File: src/rtl/a0_trace_buffer.sv
// -----------------------------------------------------------------------------
// a0_trace_buffer
//
// Watches the CPU a0 register and records every change of value, tagged with a
// free-running cycle timestamp, into a small first-word-fall-through FIFO. A
// slower host/display side drains the FIFO over a valid/ready handshake. When
// the FIFO is full and nothing is popped, new changes are dropped and a sticky
// overflow flag is raised so the consumer knows the trace is incomplete.
//
// Ports
//   clk        in   clock, all state changes on posedge
//   rst        in   synchronous active-low reset
//   a0         in   CPU a0 value (DATA_WIDTH)
//   en         in   capture enable; when low a0 is ignored and prev_a0 holds
//   out_valid  out  head entry available
//   out_ready  in   consumer accepts the head entry this cycle
//   out_data   out  head entry a0 value (0 while empty)
//   out_ts     out  head entry timestamp (0 while empty)
//   count      out  number of stored entries, 0..DEPTH
//   full       out  count == DEPTH
//   overflow   out  sticky: at least one change was dropped
//   ovf_clr    in   clears overflow (a drop on the same edge wins)
// -----------------------------------------------------------------------------
module a0_trace_buffer #(
    parameter int DATA_WIDTH = 32,
    parameter int DEPTH      = 16,
    parameter int TS_WIDTH   = 16
) (
    input  logic                       clk,
    input  logic                       rst,
    input  logic [DATA_WIDTH-1:0]      a0,
    input  logic                       en,
    output logic                       out_valid,
    input  logic                       out_ready,
    output logic [DATA_WIDTH-1:0]      out_data,
    output logic [TS_WIDTH-1:0]        out_ts,
    output logic [$clog2(DEPTH):0]     count,
    output logic                       full,
    output logic                       overflow,
    input  logic                       ovf_clr
);

    localparam int PW = $clog2(DEPTH);
    localparam int CW = PW + 1;
    localparam int EW = DATA_WIDTH + TS_WIDTH;

    // State registers
    logic [TS_WIDTH-1:0]   ts_q,    ts_d;
    logic [DATA_WIDTH-1:0] prev_q,  prev_d;
    logic [PW-1:0]         wr_q,    wr_d;
    logic [PW-1:0]         rd_q,    rd_d;
    logic [CW-1:0]         count_q, count_d;
    logic                  ovf_q,   ovf_d;
    logic [EW-1:0]         mem_q [DEPTH];

    // Combinational control
    logic                  push_s;
    logic                  pop_s;
    logic                  full_s;
    logic                  accept_s;
    logic                  drop_s;
    logic                  valid_s;
    logic [EW-1:0]         head_s;

    // Change detection, FIFO bookkeeping and next-state computation
    always_comb begin
        valid_s  = (count_q != {CW{1'b0}});
        full_s   = (count_q == CW'(DEPTH));
        push_s   = en && (a0 != prev_q);
        pop_s    = valid_s && out_ready;
        // When full, a simultaneous pop frees the slot the push needs.
        accept_s = push_s && (!full_s || pop_s);
        drop_s   = push_s && full_s && !pop_s;

        ts_d     = ts_q + TS_WIDTH'(1);

        if (en) begin
            prev_d = a0;
        end else begin
            prev_d = prev_q;
        end

        if (accept_s) begin
            wr_d = wr_q + PW'(1);
        end else begin
            wr_d = wr_q;
        end

        if (pop_s) begin
            rd_d = rd_q + PW'(1);
        end else begin
            rd_d = rd_q;
        end

        case ({accept_s, pop_s})
            2'b10:   count_d = count_q + CW'(1);
            2'b01:   count_d = count_q - CW'(1);
            default: count_d = count_q;
        endcase

        // Set has priority over clear so a drop is never silently lost.
        if (drop_s) begin
            ovf_d = 1'b1;
        end else if (ovf_clr) begin
            ovf_d = 1'b0;
        end else begin
            ovf_d = ovf_q;
        end
    end

    // Control/state registers with synchronous active-low reset
    always_ff @(posedge clk) begin
        if (!rst) begin
            ts_q    <= {TS_WIDTH{1'b0}};
            prev_q  <= {DATA_WIDTH{1'b0}};
            wr_q    <= {PW{1'b0}};
            rd_q    <= {PW{1'b0}};
            count_q <= {CW{1'b0}};
            ovf_q   <= 1'b0;
        end else begin
            ts_q    <= ts_d;
            prev_q  <= prev_d;
            wr_q    <= wr_d;
            rd_q    <= rd_d;
            count_q <= count_d;
            ovf_q   <= ovf_d;
        end
    end

    // Entry storage; contents need no reset because count gates visibility
    always_ff @(posedge clk) begin
        if (rst && accept_s) begin
            mem_q[wr_q] <= {a0, ts_q};
        end
    end

    // Head presentation: zeros while empty, otherwise the entry at rd_q
    always_comb begin
        head_s = mem_q[rd_q];
        if (valid_s) begin
            out_data = head_s[EW-1:TS_WIDTH];
            out_ts   = head_s[TS_WIDTH-1:0];
        end else begin
            out_data = {DATA_WIDTH{1'b0}};
            out_ts   = {TS_WIDTH{1'b0}};
        end
        out_valid = valid_s;
        count     = count_q;
        full      = full_s;
        overflow  = ovf_q;
    end

endmodule
File: config.mk
export PLATFORM = sky130hd
export DESIGN_NAME = a0_trace_buffer
export DESIGN_NICKNAME = d
export VERILOG_FILES = /design/src/rtl/a0_trace_buffer.sv
export SDC_FILE = /design/constraint.sdc
export NUM_CORES = 1
export LEC_CHECK = 0
export BUFFER_PORTS_ARGS = -buffer_cell sky130_fd_sc_hd__buf_4
export CAP_MARGIN = 15
export CORE_MARGIN = 5
export CORE_UTILIZATION = 26
export CTS_CLUSTER_SIZE = 14
export DETAILED_ROUTE_END_ITERATION = 6
export GPL_ROUTABILITY_DRIVEN = 0
export SLEW_MARGIN = 10
export SYNTH_ARGS = -nofsm -noshare
export SYNTH_HDL_FRONTEND = slang
export SYNTH_SLANG_ARGS = --single-unit
export TNS_END_PERCENT = 1
File: constraint.sdc
create_clock -name clk -period 3.5 [get_ports clk]
set_clock_uncertainty 0.2 [all_clocks]
set_input_delay 0.7 -clock clk [delete_from_list [all_inputs] [get_ports clk]]
set_output_delay 0.7 -clock clk [all_outputs]
set_load 0.05 [all_outputs]
# After elaboration in Yosys (flattened, before gate mapping)

Memories as Yosys holds them, arrays and structs flattened. A register that Yosys moved wholly into a read port is not among the register bits.
Cells that the tools add are included.

Input port bits: 37
Bits in read-only memories: 0
Output and inout bits: 56
Memory bits (writable): 768
Word-level logic and storage cells: 37
Register bits: 62
Latch bits: 0
Memories kept: 1

Memories:

| name  | depth | bits a word | rd ports | clocked after Yosys merged registers in | write ports | line | text |
|---|---|---|---|---|---|---|---|
| mem_q | 16    | 48          | 1        | 1                                       | 1           | 54   | `logic [EW-1:0] mem_q [DEPTH];` |

Multipliers: 0
Divide/modulo/power cells: 0
Reduce and logical (&&, ||, !) cells: 12
Shift operators: 0
$lt $le $gt $ge: 0
Bitwise gates (word level): 0
Equal/unequal tests: 4
Multiplexer cells: 9
$add $sub $neg: 5

Operators by type and width:

| cell                                             | number |
|---|---|
| 2-to-1 mux 32 bit                                | 1 |
| != test 32 bit                                   | 1 |
| adder 16 x 1 -> 16 bit, second input constant    | 1 |
| 2-to-1 mux 16 bit                                | 1 |
| case mux 5 bit (2 select lines)                  | 1 |
| adder 4 x 1 -> 4 bit, second input constant      | 2 |
| 2-to-1 mux 4 bit                                 | 2 |
| logical AND 1 bit                                | 6 |
| adder 5 x 1 -> 5 bit, second input constant      | 1 |
| == test 5 bit, second input constant             | 1 |
| nonzero test 5 bit                               | 1 |
| subtractor 5 x 1 -> 5 bit, second input constant | 1 |
| 2-to-1 mux 1 bit                                 | 4 |
| nonzero test 2 bit                               | 2 |
| == test 2 x 1 -> 1 bit, second input constant    | 1 |
| == test 2 bit, second input constant             | 1 |
| logical NOT 1 bit                                | 2 |
| logical OR 1 bit                                 | 1 |

# Depth between registers and ports, before layout

Gate-level depths: netlist of run 1.

Depth in word-level cells: 7
Gate-level depth with buffers: 13
Mapped depth without buffers: 13

# Worst setup path before layout of run 1

OpenSTA, ideal clock, no wires.

Path type: flip-flop to flip-flop
From: register count_q[0] (netlist: count[0])
To: memory mem_q[0][0] (netlist bit), enable pin
Path buffers: 1
Arrival time: 2.851 ns
Cell stages (with the launch flop): 7
Period minus slack after synthesis: 3.462 ns
Setup slack: 0.038 ns
Data required time: 2.889 ns
Library setup time: 0.411 ns
Path through: dfxtp_1 > nor4_1 > nand3b_1 > inv_1 > a211oi_1 > clkbuf_1 > and3_1

Longest elaborated chain between the ends: 7
Elaborated cells on any way between the ends: 9
Classes of those cells: 1 x eq/ne; 2 x mux; 6 x reduce/logical

RTL lines:

| what                                                   | line   | text |
|---|---|---|
| from (decl)                                            | 52     | `logic [CW-1:0] count_q, count_d;` |
| from (signal assigned)                                 | 118    | `count_q <= {CW{1'b0}};` |
| from (signal assigned)                                 | 125    | `count_q <= count_d;` |
| == test 5 bit or nonzero test 5 bit (tied branches)    | 68, 67 |  |
| logical NOT 1 bit or logical AND 1 bit (tied branches) | 72, 70 |  |
| logical OR 1 bit *                                     | 72     | `accept_s = push_s && (!full_s \|\| pop_s);` |
| logical AND 1 bit *                                    | 72     |  |
| logical AND 1 bit *                                    | 132    | `if (rst && accept_s) begin` |
| 2-to-1 mux 1 bit *                                     | 132    |  |
| 2-to-1 mux 1 bit (not written as such) *               | 133    | `mem_q[wr_q] <= {a0, ts_q};` |
| to (decl)                                              | 54     |  |

Mark *: on every way between the ends. The rest lies on a longest branch, timed or not.

==> flow_metrics.env, run 1 <==
export IMPL_remaining_drc_errors=0
export IMPL_post_route_min_period_ps=3810
export IMPL_whs_endpoint="mem_q[0][43]"
export IMPL_worstReg2RegStart="prev_q[16]"
export IMPL_max_freq_ghz=0.263
export IMPL_cap_violations=0
export IMPL_avgSynthCellArea_um2=22.2
export IMPL_grt_total_usage_pct=12.2
export IMPL_grt_pass1_vias=16388
export IMPL_synth_top_cell_area_share_pct=71.4
export IMPL_tightest_slew_ps=770
export IMPL_cts_root_buf="clkbuf_16"
export IMPL_rsz0062_at_grt="yes"
export IMPL_maxSlewHeadroom_pct=48.7
export IMPL_cp_arrival_ps=2910
export IMPL_slew_viol_final=0
export IMPL_avgRoutedWirePerCell_um=23.8
export IMPL_cp_max_fo=6
export IMPL_clkLatencyLatePin_ps=640
export IMPL_syn_nets=1501
export IMPL_power_uw=28900
export IMPL_first_iter_violations=1358
export IMPL_io_pins=93
export IMPL_drt_total_wl_mm=81.6
export IMPL_path_class="reg2out"
export IMPL_peakVddDrop_v=0.000572
export IMPL_r2r_end="count[4]"
export IMPL_reg2reg_slack_ps=260
export IMPL_core_area_mm2=0.124
export IMPL_area_delta_synth_final_pct=23.0
export IMPL_netlist_top_cells_area="edfxtp_1 (71%), mux4_2 (16%), dfxtp_1 (4.1%)"
export IMPL_hp_start="a0[27]"
export IMPL_synth_cell_types=43
export IMPL_leakagePower_uw=0.0126
export IMPL_cp_end_kind="output port"
export IMPL_syn_inst=1454
export IMPL_synth_ff_type="edfxtp_1"
export IMPL_row_count=129
export IMPL_violations="setup timing"
export IMPL_rr_worst_depth=13
export IMPL_synth_area_mm2=0.0323
export IMPL_cp_start_kind="flip-flop"
export IMPL_die_area_mm2=0.131
export IMPL_grt_overflow_total=0
export IMPL_fin_nets=1754
export IMPL_status="finished with violations"
export IMPL_start_util_pct=26.1
export IMPL_synth_async_reset_ratio_pct=0
export IMPL_yosys_register_bits=834
export IMPL_cts_sinks=834
export IMPL_drive_gt1_share_pct=38.1
export IMPL_grt_pass1_wl_mm=117
export IMPL_cts_path_max_buffers=3
export IMPL_min_path_type="in2reg"
export IMPL_antenna_found_initial=6
export IMPL_post_route_period_util_pct=109
export IMPL_power_density_mw_per_mm2=727
export IMPL_synth_largest_area_cell="edfxtp_1"
export IMPL_io_buffers=92
export IMPL_grt_max_degree=58
export IMPL_first_pass_iters=5
export IMPL_final_hold_violation_count=0
export IMPL_hpwl_mm=46.2
export IMPL_cts_tree="built"
export IMPL_whs_path_depth=1
export IMPL_setup_viol=48
export IMPL_htree_levels=3
export IMPL_required_ps=2600
export IMPL_vias_per_cell=4.53
export IMPL_fp_dieH_um=363
export IMPL_fp_dieW_um=363
export IMPL_synth_edff_count=768
export IMPL_ys_warn_count=0
export IMPL_timing_hold_ws_ps=86.9
export IMPL_vias=15507
export IMPL_clkTransAtPathRegs_ps=60
export IMPL_numCtsBuffers=87
export IMPL_yosysSeqAreaShare_pct=75.4
export IMPL_antenna_left=0
export IMPL_fin_ws_ps=-306
export IMPL_setup_tns_ps=-10820
-- flip-flops by register name, indices dropped and copies added, names as in the netlist, named ones only --
register / cells
mem_q: 768
prev_q: 32
ts_q: 16
count: 5
rd_q: 4
wr_q: 4
overflow: 1
-- layer usage --
layer / vias up / share of wire, % / routed length, µm / GRT usage, %
met2: 472 / 50 / 40700 / 20.4
met3: 107 / 6.3 / 5150 / 2.80
met5: - / 0.056 / 46 / 0
met4: 8 / 2.1 / 1690 / 2.99
met1: 8350 / 42 / 34000 / 16.1
li1: 6570 / - / - / -
-- synthesized netlist by cell type (9+ instances only) --
master	n
mux4_2	236
and2_1	51
clkbuf_1	34
nor2_1	55
nand4_1	14
edfxtp_1	768
dfxtp_1	66
xor2_1	11
ha_1	9
nand2_1	14
mux2i_1	37
nand3_1	9
and3_1	20
buf_6	19
buf_1	13
xnor2_1	40
inv_1	10
-- placed cells by master (no fill, tap or decap), types with 4 or more instances in the layout --
cell / Yosys / final
clkinv_2: 0 / 19
buf_6: 19 / 39
clkinv_1: 0 / 4
a21oi_1: 5 / 5
mux2i_1: 37 / 37
nor2_1: 55 / 55
and2_4: 0 / 44
buf_8: 1 / 11
clkbuf_16: 0 / 90
clkinvlp_4: 0 / 4
and3_2: 0 / 16
edfxtp_1: 768 / 768
buf_16: 0 / 12
and2_1: 51 / 7
inv_1: 10 / 9
clkbuf_1: 34 / 27
and3_1: 20 / 4
buf_4: 1 / 125
buf_12: 0 / 46
nand4_1: 14 / 14
xor2_1: 11 / 11
ha_1: 9 / 9
nand3_1: 9 / 9
mux4_2: 236 / 239
xnor2_1: 40 / 39
dfxtp_1: 66 / 62
clkbuf_8: 0 / 13
nand2_1: 14 / 14
-- report_power, final --
part	internal, µW	total (µW)	switching, µW
Clock	5170	8930	3760
Combinational	4260	8800	4540
Sequential	11000	11100	128
-- final cells by class --
class	count	area, µm²
timing repair buffer	236	2850
sequential	834	24400
inverter	10	37.5
antenna	3	7.51
fill	11759	83900
clock buffer	128	2480
multi-input combinational	538	7600
tap	1637	2050
clock inverter	36	317
-- kinds of logic after synthesis --
family | count (synthesis) | share of synthesized area, %
DFF | 834 | 75.4
muxes | 278 | 18.0
and+or+nand+nor | 182 | 2.97
buffers and inverters | 82 | 1.46
xor gates and xnor gates | 51 | 1.38
AOI/OAI and AO/OA | 17 | 0.383
adders and majority gates | 10 | 0.410
-- timing repair --
item	in CTS	in global routing
setup buffers	17	3
setup endpoints to repair	48	49
resized for setup	115	11
gates cloned	8	2
hold buffers	0	0
-- worst max-delay path, stage by stage (launching register included) --
cell and delay [ps]:
dfxtp_4 390, buf_4 130, buf_12 150, clkbuf_16 190
mux4_2 500, mux4_2 540, and2_4 210, buf_6 150
-- worst max path at each step --
stage,startpoint,endpoint,slack (ps),depth (start not counted)
2_1_floorplan,count[0],mem_q[0][0],40,6
3_3_place_gp,a0[22],mem_q[13][19],-430,9
3_5_place_dp,a0[12],count[4],-250,14
4_1_cts,flip-flop,out_data[5],-400,7
5_1_grt,flip-flop,out_data[17],-400,8
6_report,flip-flop,out_ts[7],-310,7
-- per-stage QoR --
stage	area [µm²]	instances	utilization [%]	worst slack (ps)
final	39700	3422	32.1	-306
after global routing	39700	3419	32.1	-402
after detailed placement	36000	3226	29.2	-254
after CTS	39600	3415	32.1	-401
after floorplan	32300	1454	-	38.1
after global placement	36000	3225	29.2	-428
Note: power is estimated with default switching activity, not from simulation.
==> run 2: changes to the inputs <==
- BUFFER_PORTS_ARGS: -buffer_cell sky130_fd_sc_hd__buf_4 -> -buffer_cell sky130_fd_sc_hd__buf_2
- SETUP_SLACK_MARGIN: default -> 0.4
==> flow_metrics.env, run 2 (synthesis results as in run 1) <==
export IMPL_first_iter_violations=1404
export IMPL_hpwl_mm=49.4
export IMPL_cpMaxStageDelayCell="mux4_2"
export IMPL_numCtsBuffers=89
export IMPL_fin_ws_ps=-345
export IMPL_path_class="reg2out"
export IMPL_max_stage_delay_ps=530
export IMPL_core_area_mm2=0.124
export IMPL_grt_max_degree=61
export IMPL_grt_overflow_total=0
export IMPL_power_density_mw_per_mm2=732
export IMPL_status="finished with violations"
export IMPL_fp_dieW_um=363
export IMPL_violations="setup timing"
export IMPL_largest_register="mem_q"
export IMPL_remaining_drc_errors=0
export IMPL_max_freq_ghz=0.260
export IMPL_cts_root_buf="clkbuf_16"
export IMPL_clkLatencyLatePin_ps=660
export IMPL_avgRoutedWirePerCell_um=24.0
export IMPL_grt_pass1_vias=16682
export IMPL_cp_cell_sequence="buf_12, buf_16, buf_12, buf_16, mux4_2, mux4_2, and2_4, buf_6"
export IMPL_grt_pass1_wl_mm=119
export IMPL_required_ps=2600
export IMPL_cp_max_fo=7
export IMPL_cts_sinks=834
export IMPL_setup_viol=48
export IMPL_vias=15649
export IMPL_clkTransAtPathRegs_ps=60
export IMPL_io_buffers=92
export IMPL_fin_nets=1773
export IMPL_slew_viol_final=0
export IMPL_final_hold_violation_count=0
export IMPL_row_count=129
export IMPL_fillerInstances=11631
export IMPL_tightest_slew_ps=738
export IMPL_io_pins=93
export IMPL_antenna_found_initial=11
export IMPL_post_route_period_util_pct=110
export IMPL_cap_violations=0
export IMPL_vias_per_cell=4.55
export IMPL_cp_start_kind="flip-flop"
export IMPL_area_delta_synth_final_pct=24.1
export IMPL_drive_gt1_share_pct=39.2
export IMPL_drt_total_wl_mm=82.4
export IMPL_antenna_left=0
export IMPL_maxSlewHeadroom_pct=50.8
export IMPL_post_route_min_period_ps=3850
export IMPL_peakVddDrop_v=0.000635
export IMPL_leakagePower_uw=0.0128
export IMPL_layout_common_cells="edfxtp_1 (768), mux4_2 (239), buf_4 (90)"
export IMPL_cp_arrival_ps=2950
export IMPL_power_uw=29400
export IMPL_setup_tns_ps=-12660
export IMPL_critPathTopFamily="multiplexers"
export IMPL_cp_num_buf_inv=5
export IMPL_fp_dieH_um=363
export IMPL_start_util_pct=26.1
export IMPL_largestRegisters="mem_q (768), prev_q (32), ts_q (16)"
export IMPL_hold_buffers=0
export IMPL_first_pass_iters=5
export IMPL_min_path_type="in2reg"
export IMPL_cts_path_max_buffers=3
export IMPL_cts_tree="built"
export IMPL_largest_reg_flops=768
export IMPL_cp_end_kind="output port"
export IMPL_final_common_cell="edfxtp_1"
export IMPL_rsz0062_at_grt="yes"
export IMPL_die_area_mm2=0.131
export IMPL_htree_levels=3
export IMPL_grt_total_usage_pct=12.4
run 2: area by class of cell:
cell class / count / area [µm²] / share of cell area, %
antenna: 3 / 7.51 / 0.0187
clock buffer: 127 / 2470 / 6.16
clock inverter: 36 / 392 / 0.976
inverter: 10 / 37.5 / 0.0936
multi-input combinational: 538 / 7700 / 19.2
sequential: 834 / 24400 / 60.8
tap: 1637 / 2050 / 5.11
timing repair buffer: 253 / 3050 / 7.60
run 2: per-layer routing:
metal	vias up	share of wire [%]	wire length, µm	GRT usage [%]
li1	6591	-	-	-
met2	502	50	41300	21.0
met5	-	0.058	48	0
met4	8	2.3	1880	3.00
met3	130	6.3	5200	2.79
met1	8418	41	34000	16.2
run 2: through the flow:
stage | hold slack, ps | area, µm² | setup WS [ps] | std cells | util, %
after CTS | 83.7 | 40000 | -410 | 3435 | 32.4
after detailed placement | 273 | 36000 | -360 | 3241 | 29.1
after global placement | 274 | 36000 | -472 | 3241 | 29.1
after floorplan | 259 | 32300 | 38.3 | 1454 | -
after global routing | 102 | 40100 | -429 | 3435 | 32.4
final | 133 | 40100 | -345 | 3438 | 32.4
run 2: worst paths after layout:
| check | startpoint | to | slack (ps) | depth (start not counted) |
|---|---|---|---|---|
| max | flip-flop | out_ts[14] | -350 | 8 |
| min | a0[27] | mem_q[4][43] | 130 | 1 |
| max reg2reg | prev_q[3] | count[4] | 350 | 15 |
| min reg2reg | rd_q[3] | rd_q[3] | 300 | 2 |
run 2: power breakdown:
part	switching, µW	internal [µW]
logic	4690	4430
registers	125	11000
clock network	3860	5250
run 2: timing repair:
item / in CTS / in global routing
setup endpoints to repair: 50 / 51
gates cloned: 12 / 0
setup buffers: 19 / 0
gates resized for setup: 190 / 19
pin swaps: 0 / 12
endpoints found under the hold margin: 0 / 0
